===== src/rtl/led_debug_ctrl_pkg.sv =====
// Shared encodings for the LED debug front end: view modes, byte-select type
// and the byte extraction helper used by the LED mux.
package led_debug_ctrl_pkg;

    typedef enum logic [1:0] {
        MODE_PC   = 2'd0,
        MODE_REG1 = 2'd1,
        MODE_REG2 = 2'd2
    } mode_t;

    typedef logic [1:0] byte_sel_t;

    function automatic logic [7:0] select_byte(input logic [31:0] value, input byte_sel_t sel);
        logic [7:0] b;
        case (sel)
            2'd0:    b = value[7:0];
            2'd1:    b = value[15:8];
            2'd2:    b = value[23:16];
            2'd3:    b = value[31:24];
            default: b = 8'h00;
        endcase
        return b;
    endfunction

endpackage


===== src/rtl/btn_debounce.sv =====
// One push-button: 2-FF synchronizer, stability counter and a single-cycle
// pulse on each accepted 0->1 transition.
module btn_debounce
    import led_debug_ctrl_pkg::*;
#(
    parameter int DEBOUNCE_CYCLES = 16
) (
    input  logic clk,
    input  logic reset,
    input  logic raw,
    output logic press
);

    localparam int CNT_W = (DEBOUNCE_CYCLES > 1) ? $clog2(DEBOUNCE_CYCLES) : 1;

    logic             sync1_r;
    logic             sync2_r;
    logic             level_r;
    logic             press_r;
    logic [CNT_W-1:0] cnt_r;

    // Synchronize, then accept the new level on the DEBOUNCE_CYCLES-th consecutive disagreeing cycle.
    always_ff @(posedge clk) begin
        if (reset) begin
            sync1_r <= 1'b0;
            sync2_r <= 1'b0;
            level_r <= 1'b0;
            press_r <= 1'b0;
            cnt_r   <= {CNT_W{1'b0}};
        end else begin
            sync1_r <= raw;
            sync2_r <= sync1_r;
            press_r <= 1'b0;
            if (sync2_r == level_r) begin
                cnt_r <= {CNT_W{1'b0}};
            end else if (cnt_r == CNT_W'(DEBOUNCE_CYCLES - 1)) begin
                cnt_r   <= {CNT_W{1'b0}};
                level_r <= sync2_r;
                press_r <= sync2_r;
            end else begin
                cnt_r <= cnt_r + CNT_W'(1);
            end
        end
    end

    assign press = press_r;

endmodule


===== src/rtl/led_debug_ctrl.sv =====
// Debug front end: three debounced buttons pick a view (PC / reg1 / reg2),
// and the LEDs rotate through the bytes of the selected 32-bit value.
module led_debug_ctrl
    import led_debug_ctrl_pkg::*;
#(
    parameter int DEBOUNCE_CYCLES = 16,
    parameter int ROT_CYCLES      = 8
) (
    input  logic        mainClk,
    input  logic        reset,
    input  logic        chreg1,
    input  logic        chreg2,
    input  logic        chPC,
    input  logic [31:0] reg_data,
    input  logic [31:0] pc,
    output logic [4:0]  reg_addr,
    output logic [1:0]  mode,
    output logic [1:0]  byte_sel,
    output logic [7:0]  led
);

    localparam int ROT_W = (ROT_CYCLES > 1) ? $clog2(ROT_CYCLES) : 1;

    logic             pc_press_s;
    logic             reg1_press_s;
    logic             reg2_press_s;
    logic             any_press_s;
    mode_t            mode_r;
    logic [4:0]       idx1_r;
    logic [4:0]       idx2_r;
    logic [4:0]       reg_addr_r;
    logic [ROT_W-1:0] rot_cnt_r;
    byte_sel_t        byte_sel_r;
    logic [31:0]      disp_s;
    logic [7:0]       led_r;

    btn_debounce #(.DEBOUNCE_CYCLES(DEBOUNCE_CYCLES)) u_db_pc (
        .clk(mainClk), .reset(reset), .raw(chPC), .press(pc_press_s)
    );
    btn_debounce #(.DEBOUNCE_CYCLES(DEBOUNCE_CYCLES)) u_db_reg1 (
        .clk(mainClk), .reset(reset), .raw(chreg1), .press(reg1_press_s)
    );
    btn_debounce #(.DEBOUNCE_CYCLES(DEBOUNCE_CYCLES)) u_db_reg2 (
        .clk(mainClk), .reset(reset), .raw(chreg2), .press(reg2_press_s)
    );

    assign any_press_s = pc_press_s | reg1_press_s | reg2_press_s;

    // View FSM: chPC beats chreg1 beats chreg2; repeat press in a register view steps its index.
    always_ff @(posedge mainClk) begin
        if (reset) begin
            mode_r     <= MODE_PC;
            idx1_r     <= 5'd0;
            idx2_r     <= 5'd0;
            reg_addr_r <= 5'd0;
        end else if (pc_press_s) begin
            mode_r     <= MODE_PC;
            reg_addr_r <= 5'd0;
        end else if (reg1_press_s) begin
            if (mode_r == MODE_REG1) begin
                idx1_r     <= idx1_r + 5'd1;
                reg_addr_r <= idx1_r + 5'd1;
            end else begin
                mode_r     <= MODE_REG1;
                reg_addr_r <= idx1_r;
            end
        end else if (reg2_press_s) begin
            if (mode_r == MODE_REG2) begin
                idx2_r     <= idx2_r + 5'd1;
                reg_addr_r <= idx2_r + 5'd1;
            end else begin
                mode_r     <= MODE_REG2;
                reg_addr_r <= idx2_r;
            end
        end
    end

    // Byte rotation; any accepted press (even a dropped one) restarts at byte 0.
    always_ff @(posedge mainClk) begin
        if (reset) begin
            rot_cnt_r  <= {ROT_W{1'b0}};
            byte_sel_r <= 2'd0;
        end else if (any_press_s) begin
            rot_cnt_r  <= {ROT_W{1'b0}};
            byte_sel_r <= 2'd0;
        end else if (rot_cnt_r == ROT_W'(ROT_CYCLES - 1)) begin
            rot_cnt_r  <= {ROT_W{1'b0}};
            byte_sel_r <= byte_sel_r + 2'd1;
        end else begin
            rot_cnt_r <= rot_cnt_r + ROT_W'(1);
        end
    end

    // Display source: live PC in PC view, register-file read data otherwise.
    always_comb begin
        if (mode_r == MODE_PC) begin
            disp_s = pc;
        end else begin
            disp_s = reg_data;
        end
    end

    // LED byte register, refreshed every cycle.
    always_ff @(posedge mainClk) begin
        if (reset) begin
            led_r <= 8'h00;
        end else begin
            led_r <= select_byte(disp_s, byte_sel_r);
        end
    end

    assign reg_addr = reg_addr_r;
    assign mode     = mode_r;
    assign byte_sel = byte_sel_r;
    assign led      = led_r;

endmodule


===== config.mk =====
export PLATFORM = sky130hd
export DESIGN_NAME = led_debug_ctrl
export DESIGN_NICKNAME = d
export VERILOG_FILES = /design/src/rtl/led_debug_ctrl_pkg.sv /design/src/rtl/btn_debounce.sv /design/src/rtl/led_debug_ctrl.sv
export SDC_FILE = /design/constraint.sdc
export NUM_CORES = 1
export LEC_CHECK = 0
export BUFFER_PORTS_ARGS = -buffer_cell sky130_fd_sc_hd__buf_2
export CORE_AREA = 2 2 92 94
export DETAILED_ROUTE_END_ITERATION = 7
export DIE_AREA = 0 0 94 96
export MAX_ROUTING_LAYER = met4
export PLACE_DENSITY = 0.61
export SLEW_MARGIN = 0
export SYNTH_ARGS = -nofsm -noshare
export SYNTH_HDL_FRONTEND = slang
export SYNTH_HIERARCHICAL = 1
export SYNTH_SLANG_ARGS = --single-unit

===== constraint.sdc =====
create_clock -name mainClk -period 1.9 [get_ports mainClk]
set_clock_uncertainty 0.2 [all_clocks]
set_input_delay 0.38 -clock mainClk [delete_from_list [all_inputs] [get_ports mainClk]]
set_output_delay 0.38 -clock mainClk [all_outputs]
set_load 0.02 [all_outputs]

==> flow_summary.ini <==
[finish]
layout.nets = 456
syn2layout_area_growth_pct = 27.0
utilization_pct = 43.2
fill_cells = 807
seqCellArea_um2 = 1090
diodes = 0
drive_above_1_share_pct = 35.3
multi_input_area_um2 = 1570

[yosys]
avgSynthCellArea_um2 = 9.55
synth_most_common_cell = dfxtp_1
async_reset_ff_share_pct = 0
synth_nets = 367
synth_top_area_share_pct = 39.5
synth-seq-cells = 54
synth_common_cells = dfxtp_1 (54), nor2_1 (31), nand2_1 (24)
ys_seq_area_share_pct = 39.5
syn_inst = 287
yosys_warnings = 6
synth_ff_type = dfxtp_1
synth_area_leaders = dfxtp_1 (39%), xor2_1 (5.4%), ha_1 (5.0%)
yosysTopAreaCell = dfxtp_1
synth_edf_count = 0
syn_area_um2 = 2740
ys_types = 47

[critical_path]
r2r_slack_ns = 0.16
path_class = reg2reg
startpoint_type = register
r2r-start = mode[1]
r2r_cells = 5
required_ns = 1.89
crit_fanout = 23
critical_path_arrival_ns = 1.73
crit_path_end_kind = register
r2r_end = led[6]

[detailed_routing]
drc_errors = 0
vias = 2358
dr.first_iter.drc_count = 98
routed_via_density = 4.89
routed_wirelength_um = 6260
wl_per_cell_um = 13.0
route.antenna.remaining_nets = 0
drt_pass1_iterations = 4

[sta]
finalHoldViolations = 0
period_minus_slack_ns = 1.74
drv_slew = 0
period_share_pct = 91.5
setup_viol = 0
fmax_ghz = 0.576
tightest_slew_ns = 0.467
rsz0062_at_grt = no
relSlewSlack_pct = 68.8
setup_tns_ns = 0

[clocking]
clk_pin_slew_ns = 0.10
cts_setup_buffers = 0
clockBufferDepth = 2
cts_max_level = 2
clk_latency_ns = 0.31
cts-buffers-inserted = 5
root_buffer = clkbuf_8
cts.sinks = 54
tritoncts = done

[die]
die_h_um = 96
rows = 33
die_w_um = 94
core_area_um2 = 8050
ioPinCount = 86
initial_core_util_pct = 34.0
dieArea_um2 = 9020

[global_routing]
met1_usage_pct = 16.6
grt_busiest_layer = met2
grt_max_degree = 24
grt_pass1_wl_um = 9860
track_usage_pct = 14.0
grt_use_met2_pct = 24.2
grtUsageMet3_pct = 3.37
gr-total-overflow = 0
grt_pass1_vias = 2194
antenna_found_initial = 0

[pwr]
p_int_mw = 1.72
power_mw = 2.19
p_clk_share_pct = 39.5
switching_share_pct = 21.6
pwr-share-seq_pct = 53.0
switching_power_uw = 474
p_leak_nw = 1.60
vdd_drop_max_v = 0.000330
p_per_area_nw_per_um2 = 630
power_frac_comb_pct = 7.5

[placed_design]
dp_hpwl_um = 4820
port_buffers = 85
gp_congestion = 0.806

[min_path]
hold_depth = 2
min_from = chPC
holdCritPathClass = in2reg
min_to = u_db_pc/sync1_r

[job]
max_cap_viol_count = 0

[outcome]
run_status = completed
[placed cells by master (no fill, tap or decap), types with 8 or more instances in the layout]
cell type,count
a221o_1,8
a22oi_1,8
a311oi_1,8
buf_2,85
buf_4,12
dfxtp_1,52
ha_1,9
mux2i_1,8
nand2_1,24
nor2_1,31
o21ai_0,11
xor2_1,17
[logic make-up after synthesis]
| family | share of synthesized area [%] |
|---|---|
| adder cells (fa/ha/maj) | 5.02 |
| XOR/XNOR | 7.67 |
| flip-flops | 39.5 |
| buffers and inverters | 3.74 |
| multiplexers | 6.89 |
| AND/OR/NAND/NOR | 20.3 |
| AO/OA/AOI/OAI | 16.9 |
[stage by stage]
step                      cells  area (um^2)  setup WS (ns)  hold slack, ns
after floorplan             287         2750        0.00107           0.202
after global placement      474         3330         0.0345           0.211
after detailed placement    474         3330       -0.00948           0.221
after CTS                   482         3470         0.0694          0.0636
after global routing        482         3480         0.0190          0.0611
final                       482         3480          0.162          0.0749
[worst max-delay path by stage]
stage / from / endpoint / slack (ns) / cells after the start
4_1_cts: byte_sel[0] / led[0] / 0.07 / 4
5_1_grt: mode[1] / reg_addr[4] / 0.02 / 5
2_1_floorplan: byte_sel[0] / led[6] / 0.001 / 7
6_report: mode[1] / led[6] / 0.16 / 5
3_3_place_gp: byte_sel[0] / led[2] / 0.03 / 5
3_5_place_dp: byte_sel[0] / led[2] / -0.009 / 5
[power by group through the flow]
| stage | Sequential [mW] | Combinational [mW] | Clock (mW) |
|---|---|---|---|
| detailed placement | 1.19 | 0.165 | 0 |
| finish | 1.16 | 0.164 | 0.866 |
| global placement | 1.19 | 0.166 | 0 |
| floorplan | 1.20 | 0.0539 | 0 |
| global route | 1.16 | 0.180 | 0.942 |
| CTS | 1.16 | 0.166 | 0.899 |
[metal layers]
layer / share of wire (%) / routed length, um
met5: 0 / 0
met4: 0.58 / 36
met3: 8.0 / 498
met2: 46 / 2860
met1: 46 / 2860
[cell type report]
| class | instances | area share [%] |
|---|---|---|
| clock buffers | 6 | 2.70 |
| clock inverters | 2 | 1.11 |
| inverters | 6 | 0.647 |
| multi-input cells | 211 | 45.2 |
| flip-flops and latches | 54 | 31.2 |
| well taps | 105 | 3.78 |
| repair buffers | 98 | 15.4 |
[registers in the layout, summed over array words and instances (netlist names), 2 cells and up]
register and count:
led 8, reg_addr 5, idx1_r 5, u_db_pc/cnt_r 4, mode 2, rot_cnt_r 3
u_db_reg1/cnt_r 4, idx2_r 5, u_db_reg2/cnt_r 4, byte_sel 2
[critical path, stage by stage, from the launching register on]
cell and delay, ns:
dfxtp_1 0.35, nor2_4 0.23, buf_12 0.20, mux2_4 0.32, a221oi_2 0.24, a311oi_1 0.08
[repair_timing]
item | 4_1_cts | 5_1_grt
setup endpoints to repair | 2 | 4
gates resized for setup | 1 | 2
hold buffers | 0 | 0
pin swaps | 0 | 0
Note: power is estimated with default switching activity, not from simulation.
